===== config.mk =====
export PLATFORM = sky130hd
export DESIGN_NAME = loop_sequencer
export DESIGN_NICKNAME = d
export VERILOG_FILES = /design/src/rtl/loop_sequencer.sv
export SDC_FILE = /design/constraint.sdc
export NUM_CORES = 1
export LEC_CHECK = 0
export CAP_MARGIN = 10
export CORE_AREA = 4 4 41 43
export CTS_CLUSTER_SIZE = 12
export DETAILED_ROUTE_END_ITERATION = 10
export DIE_AREA = 0 0 45 47
export PLACE_DENSITY = 0.68
export SLEW_MARGIN = 20
export SYNTH_ARGS = -nofsm -noshare
export SYNTH_HDL_FRONTEND = slang
export SYNTH_SLANG_ARGS = --single-unit
export TNS_END_PERCENT = 10

===== constraint.sdc =====
create_clock -name clk -period 1.7 [get_ports clk]
set_clock_uncertainty 0.2 [all_clocks]
set_input_delay 0.17 -clock clk [delete_from_list [all_inputs] [get_ports clk]]
set_output_delay 0.17 -clock clk [all_outputs]
set_load 0.05 [all_outputs]

===== src/rtl/loop_sequencer.sv =====
// Two-level nested loop sequencer: emits (outer_idx, inner_idx) pairs in row-major order, one per valid&ready.
// Optional feature: define LOOP_SEQ_ABORT_EN to add an abort input that cancels a running sequence.
module loop_sequencer #(
  parameter int N_OUTER = 4,
  parameter int N_INNER = 5,
  parameter int OBITS   = 2,
  parameter int IBITS   = 3
) (
  input  logic             clk,
  input  logic             rst,
  input  logic             start,
  input  logic             ready,
`ifdef LOOP_SEQ_ABORT_EN
  input  logic             abort,
`endif
  output logic             valid,
  output logic [OBITS-1:0] outer_idx,
  output logic [IBITS-1:0] inner_idx,
  output logic             last,
  output logic             busy,
  output logic             done
);

  typedef enum logic [1:0] {IDLE, RUN, DONE} state_t;

  state_t state;
  logic   inner_end;
  logic   outer_end;
  logic   kill;

  // Wrap is decided by the trip-count compare alone, never by counter overflow.
  assign inner_end = (inner_idx == IBITS'(N_INNER - 1));
  assign outer_end = (outer_idx == OBITS'(N_OUTER - 1));

`ifdef LOOP_SEQ_ABORT_EN
  assign kill = abort;
`else
  assign kill = 1'b0;
`endif

  // NOTE: state and counters use non-blocking assignments so every register samples pre-edge values.
  always_ff @(posedge clk or posedge rst) begin
    if (rst) begin
      state     <= IDLE;
      outer_idx <= '0;
      inner_idx <= '0;
    end else begin
      case (state)
        IDLE: begin
          if (start) begin
            state     <= RUN;
            outer_idx <= '0;
            inner_idx <= '0;
          end
        end
        RUN: begin
          if (kill) begin
            // Abort wins over a transfer in the same cycle.
            state     <= IDLE;
            outer_idx <= '0;
            inner_idx <= '0;
          end else if (ready) begin
            if (inner_end) begin
              inner_idx <= '0;
              if (outer_end) begin
                outer_idx <= '0;
                state     <= DONE;
              end else begin
                outer_idx <= outer_idx + OBITS'(1);
              end
            end else begin
              inner_idx <= inner_idx + IBITS'(1);
            end
          end
        end
        DONE:    state <= IDLE;
        default: state <= IDLE;
      endcase
    end
  end

  // Outputs depend only on registered state and counters.
  assign valid = (state == RUN);
  assign busy  = (state != IDLE);
  assign done  = (state == DONE);
  assign last  = valid & inner_end & outer_end;

endmodule


; ---- Word-level counts from Yosys, hierarchy flattened
; Cells that the tools add are included.
[totals]
ramBits = 0
memories = 0
ff_bits = 7
latchBits = 0
out_inout_bits = 9
in_bits = 4
rom_bits = 0
[op_classes]
magnitude_cmp = 0
bitwise = 2
eq_ne = 8
muxes = 14
n_addsub = 2
div_mod_pow = 0
multipliers = 0
reduce_logical = 6
n_shift = 0
[ops]
columns = op, n
row1 = $mux W2, 8
row2 = $mux W3, 3
row3 = $pmux W2 S2, 2
row4 = $reduce_and A4 Y1, 2
row5 = $pmux W3 S2, 1
row6 = $eq A2 B2 Y1 const B, 2
row7 = $ne A2 B1 Y1 const B, 2
row8 = $ne A2 B2 Y1 const B, 2
row9 = $reduce_bool A2 Y1, 2
row10 = $add A3 B1 Y3 const B, 1
row11 = $eq A3 B3 Y1 const B, 1
row12 = $reduce_and A3 Y1, 1
row13 = $add A2 B1 Y2 const B, 1
row14 = $and A1 B1 Y1, 2
row15 = $eq A2 B1 Y1 const B, 1
row16 = $logic_not A2 Y1, 1

; ---- Logic depth before layout (Yosys ltp)
[depth]
depth_word = 5
mapped_depth = 5
depth_no_buf = 5

; ---- Worst setup path before layout
; Ideal clock, no wire load.
[synth_timing]
path_type = register -> output
startpoint = register inner_idx[0]
endpoint = output last
stages_incl_launch_ff = 5
setup_slack_ps = -417
arrival_time_ps = 1747
required_time_ps = 1330
n_path_buf = 0
cell_sequence = dfrtp_1 > inv_1 > ha_1 > nand2_1 > nor3b_2
[synth_between]
elab_chain_cells = 3
[synth_lines]
columns = element, line_no
row1 = from (decl), 18  ; output logic [IBITS-1:0] inner_idx,
row2 = from (signal assigned), 72  ; inner_idx <= inner_idx + IBITS'(1);
row3 = $eq A3 B3 Y1, 32  ; assign inner_end = (inner_idx == IBITS'(N_INNER - 1));
row4 = $and A1 B1 Y1 (2 in a row), 86  ; assign last = valid & inner_end & outer_end;
row5 = to (decl), 19  ; output logic last,
; No other way between the ends.

; ---- Final worst setup path
; Ends and elaborated chain as after synthesis.

==> metrics.txt <==
layout cell share with drive strength beyond 1=47.1%; Place WS=0.174 ns; # H-tree levels=1; crit start category=flip-flop; Cell Pwr Density=about 2200 mW/mm^2; CTS Buffer Depth=2; CTS buffer count=3; die area=about 0.0021 mm^2; die span in y=47 um; final std cells w/o fill=just over 80; Ys Warns=0; # fillers=128; crit-path max cell delay=approximately 0.41 ns; critical path's slowest cell=dfrtp_2; Data required, critical path=around 1.3 ns; DRC=0; setup TNS=0 ns; Hold WC Path Type=input port to flip-flop; synth-to-layout area growth=65.9%; worst setup margin=0.00897 ns; Tcrit/Tclk final=between 90% and 100%; vias post-DR=410; CP delay by family, top=flip-flops; wire length per cell=roughly 12 um; cells after synthesis=45; worst slew pin tran=0.282 ns; first-pass GRT wire length=1.93 mm; syn nets=52; fmax=0.591 GHz; vias in the first global route=462; Vias per Instance=4.94; post-synthesis cell area=425 um^2; Port Buffer Count=12; min Tclk post-route=about 1.7 ns; dpl hpwl=746 um; status=finished clean; CP Max Fanout=2; WP data arrival=1.32 ns; gr ovfl total=0; RSZ-0062 raised after global routing=yes; Worst-Skew Late Latency=0.25 ns; Yosys reg bits=7; placed insts=72; pin count of the biggest net entering global routing=8; Crit Path Class=flip-flop to output pin; GRT Util Overall=about an eighth; peak supply drop=0.00141 V; Slew headroom=81.2%; final WL=1.02 mm; Initial Util=32.7%; # setup viols final=0; Final ANT Viol Nets=0; synth unique cells=20; crit path capture type=output pin; cts repair resizes=0; Critical Path, Cell by Cell=inv_2, ha_4, nand2_4, nor3b_4, buf_12; Pre-antenna DRT Iters=4; # diodes=0; CTS Root Cell=clkbuf_4; GPL Wtd Cong=0.706; core box area=roughly 0.0013 mm^2; fin. max-slew vios=0; clock sinks=7; worst hold slack=between 0.2 and 0.3 ns; NumNets Final=76; Bufs and invs on worst path=2; Die Wd=around 45 um; Static Leak=0.335 nW; Max-Cap Viols=0; total power=1.57 mW; syn_area_per_cell=approximately 9.5 um^2; DRT iter0 DRCs=19; final hold vios=0; clock-pin slew on the worst setup and hold paths=0.05 ns; sequential element share of the synthesized area=41.2%; # IOs=13; initial antenna violation count=0; CTS tree=yes; FP Rows=13
-- logic make-up (layout without fill, tap and decap cells) --
| family | count (synthesis) | in the layout | share of synthesized area (%) |
|---|---|---|---|
| DFF | 7 | 7 | 41.2 |
| buffers and inverters | 7 | 30 | 7.06 |
| AOI/OAI and AO/OA | 6 | 6 | 12.4 |
| and+or+nand+nor | 20 | 20 | 25.9 |
| adders and majority gates | 3 | 3 | 8.82 |
| muxes | 2 | 2 | 4.71 |
-- area by class of cell --
type,count,area [um^2],area share [%]
Tap cell,15,18.8,2.66
Clock buffer,4,26.3,3.72
Multi-Input combinational cell,31,246,34.9
Sequential cell,7,181,25.7
Inverter,6,22.5,3.19
Timing Repair Buffer,20,210,29.8
-- final timing paths --
check	depth (start not counted)	slack [ns]	to	startpoint
setup / recovery	5	0.009	last	inner_idx[0]
hold / removal	3	0.30	state[1]	ready
setup reg to reg	4	0.23	inner_idx[0]	state[0]
hold reg to reg	1	0.31	outer_idx[0]	outer_idx[0]
max in group asynchronous	3	0.55	inner_idx[0]	rst
min in group asynchronous	3	0.51	state[0]	rst
-- worst reg2reg max path, cell delays in order, from the launching register on --
cell and delay, ns:
dfrtp_1 0.40, buf_4 0.15, nand2b_1 0.17, a21oi_4 0.24, mux2i_1 0.22
-- flip-flops by register name (all words and copies together), names as in the netlist --
| name | flops |
|---|---|
| inner_idx | 3 |
| outer_idx | 2 |
| state | 2 |
-- report_power, final --
part,total [mW],internal [mW],switching (mW),leakage (nW)
combinational,1.07,0.466,0.608,0.244
sequential,0.342,0.249,0.0926,0.0759
clock,0.154,0.0898,0.0647,0.0150
-- synth_stat cells --
| cell type | instances | share of area [%] |
|---|---|---|
| dfrtp_1 | 7 | 41 |
| inv_1 | 6 | 5.3 |
| nand2_1 | 5 | 4.4 |
| nand3_1 | 5 | 5.9 |
| ha_1 | 3 | 8.8 |
| nor2_1 | 3 | 2.6 |
| mux2i_1 | 2 | 4.7 |
| o211ai_1 | 2 | 3.5 |
| a21oi_4 | 1 | 3.8 |
| a31oi_1 | 1 | 1.5 |
| a41oi_1 | 1 | 2.1 |
| and2b_1 | 1 | 1.8 |
| and3b_2 | 1 | 2.4 |
| buf_4 | 1 | 1.8 |
| nand2b_1 | 1 | 1.5 |
| nand4_1 | 1 | 1.5 |
| nor2b_1 | 1 | 1.5 |
| nor3b_2 | 1 | 2.9 |
| o22ai_1 | 1 | 1.5 |
| or2_2 | 1 | 1.5 |
-- layer usage --
layer | GRT usage, % | up-vias | routed length (um)
met5 | 0 | - | 0
met4 | 5.26 | 0 | 17
met3 | 4.98 | 2 | 71
met2 | 22.6 | 15 | 522
met1 | 14.4 | 189 | 405
li1 | - | 204 | -
-- timing repair --
item	CTS	global route
endpoints found under the setup margin	1	1
pin swaps	2	0
setup buffers	6	0
hold buffers	1	0
hold endpoints to repair	7	0
-- cell usage in the layout (no fill, tap or decap), drive strengths merged --
| cell type | Yosys | layout |
|---|---|---|
| nor2 | 3 | 3 |
| ha | 3 | 3 |
| nor2b | 1 | 1 |
| a41oi | 1 | 1 |
| clkdlybuf4s50 | 0 | 3 |
| inv | 6 | 6 |
| a31oi | 1 | 1 |
| nand2 | 5 | 5 |
| or2 | 1 | 1 |
| and3b | 1 | 1 |
| dfrtp | 7 | 7 |
| nand4 | 1 | 1 |
| dlygate4sd3 | 0 | 1 |
| clkbuf | 0 | 4 |
| nand3 | 5 | 5 |
| and2b | 1 | 1 |
| buf | 1 | 16 |
| nor3b | 1 | 1 |
| o22ai | 1 | 1 |
| a21oi | 1 | 1 |
| mux2i | 2 | 2 |
| o211ai | 2 | 2 |
| nand2b | 1 | 1 |
-- per-stage QoR --
step / util (%) / area [um^2]
2_1_floorplan: - / 458
3_3_place_gp: 48.0 / 624
3_5_place_dp: 48.0 / 624
4_1_cts: 54.2 / 706
5_1_grt: 54.2 / 706
6_report: 54.2 / 706
Note: power is estimated with default switching activity, not from simulation.
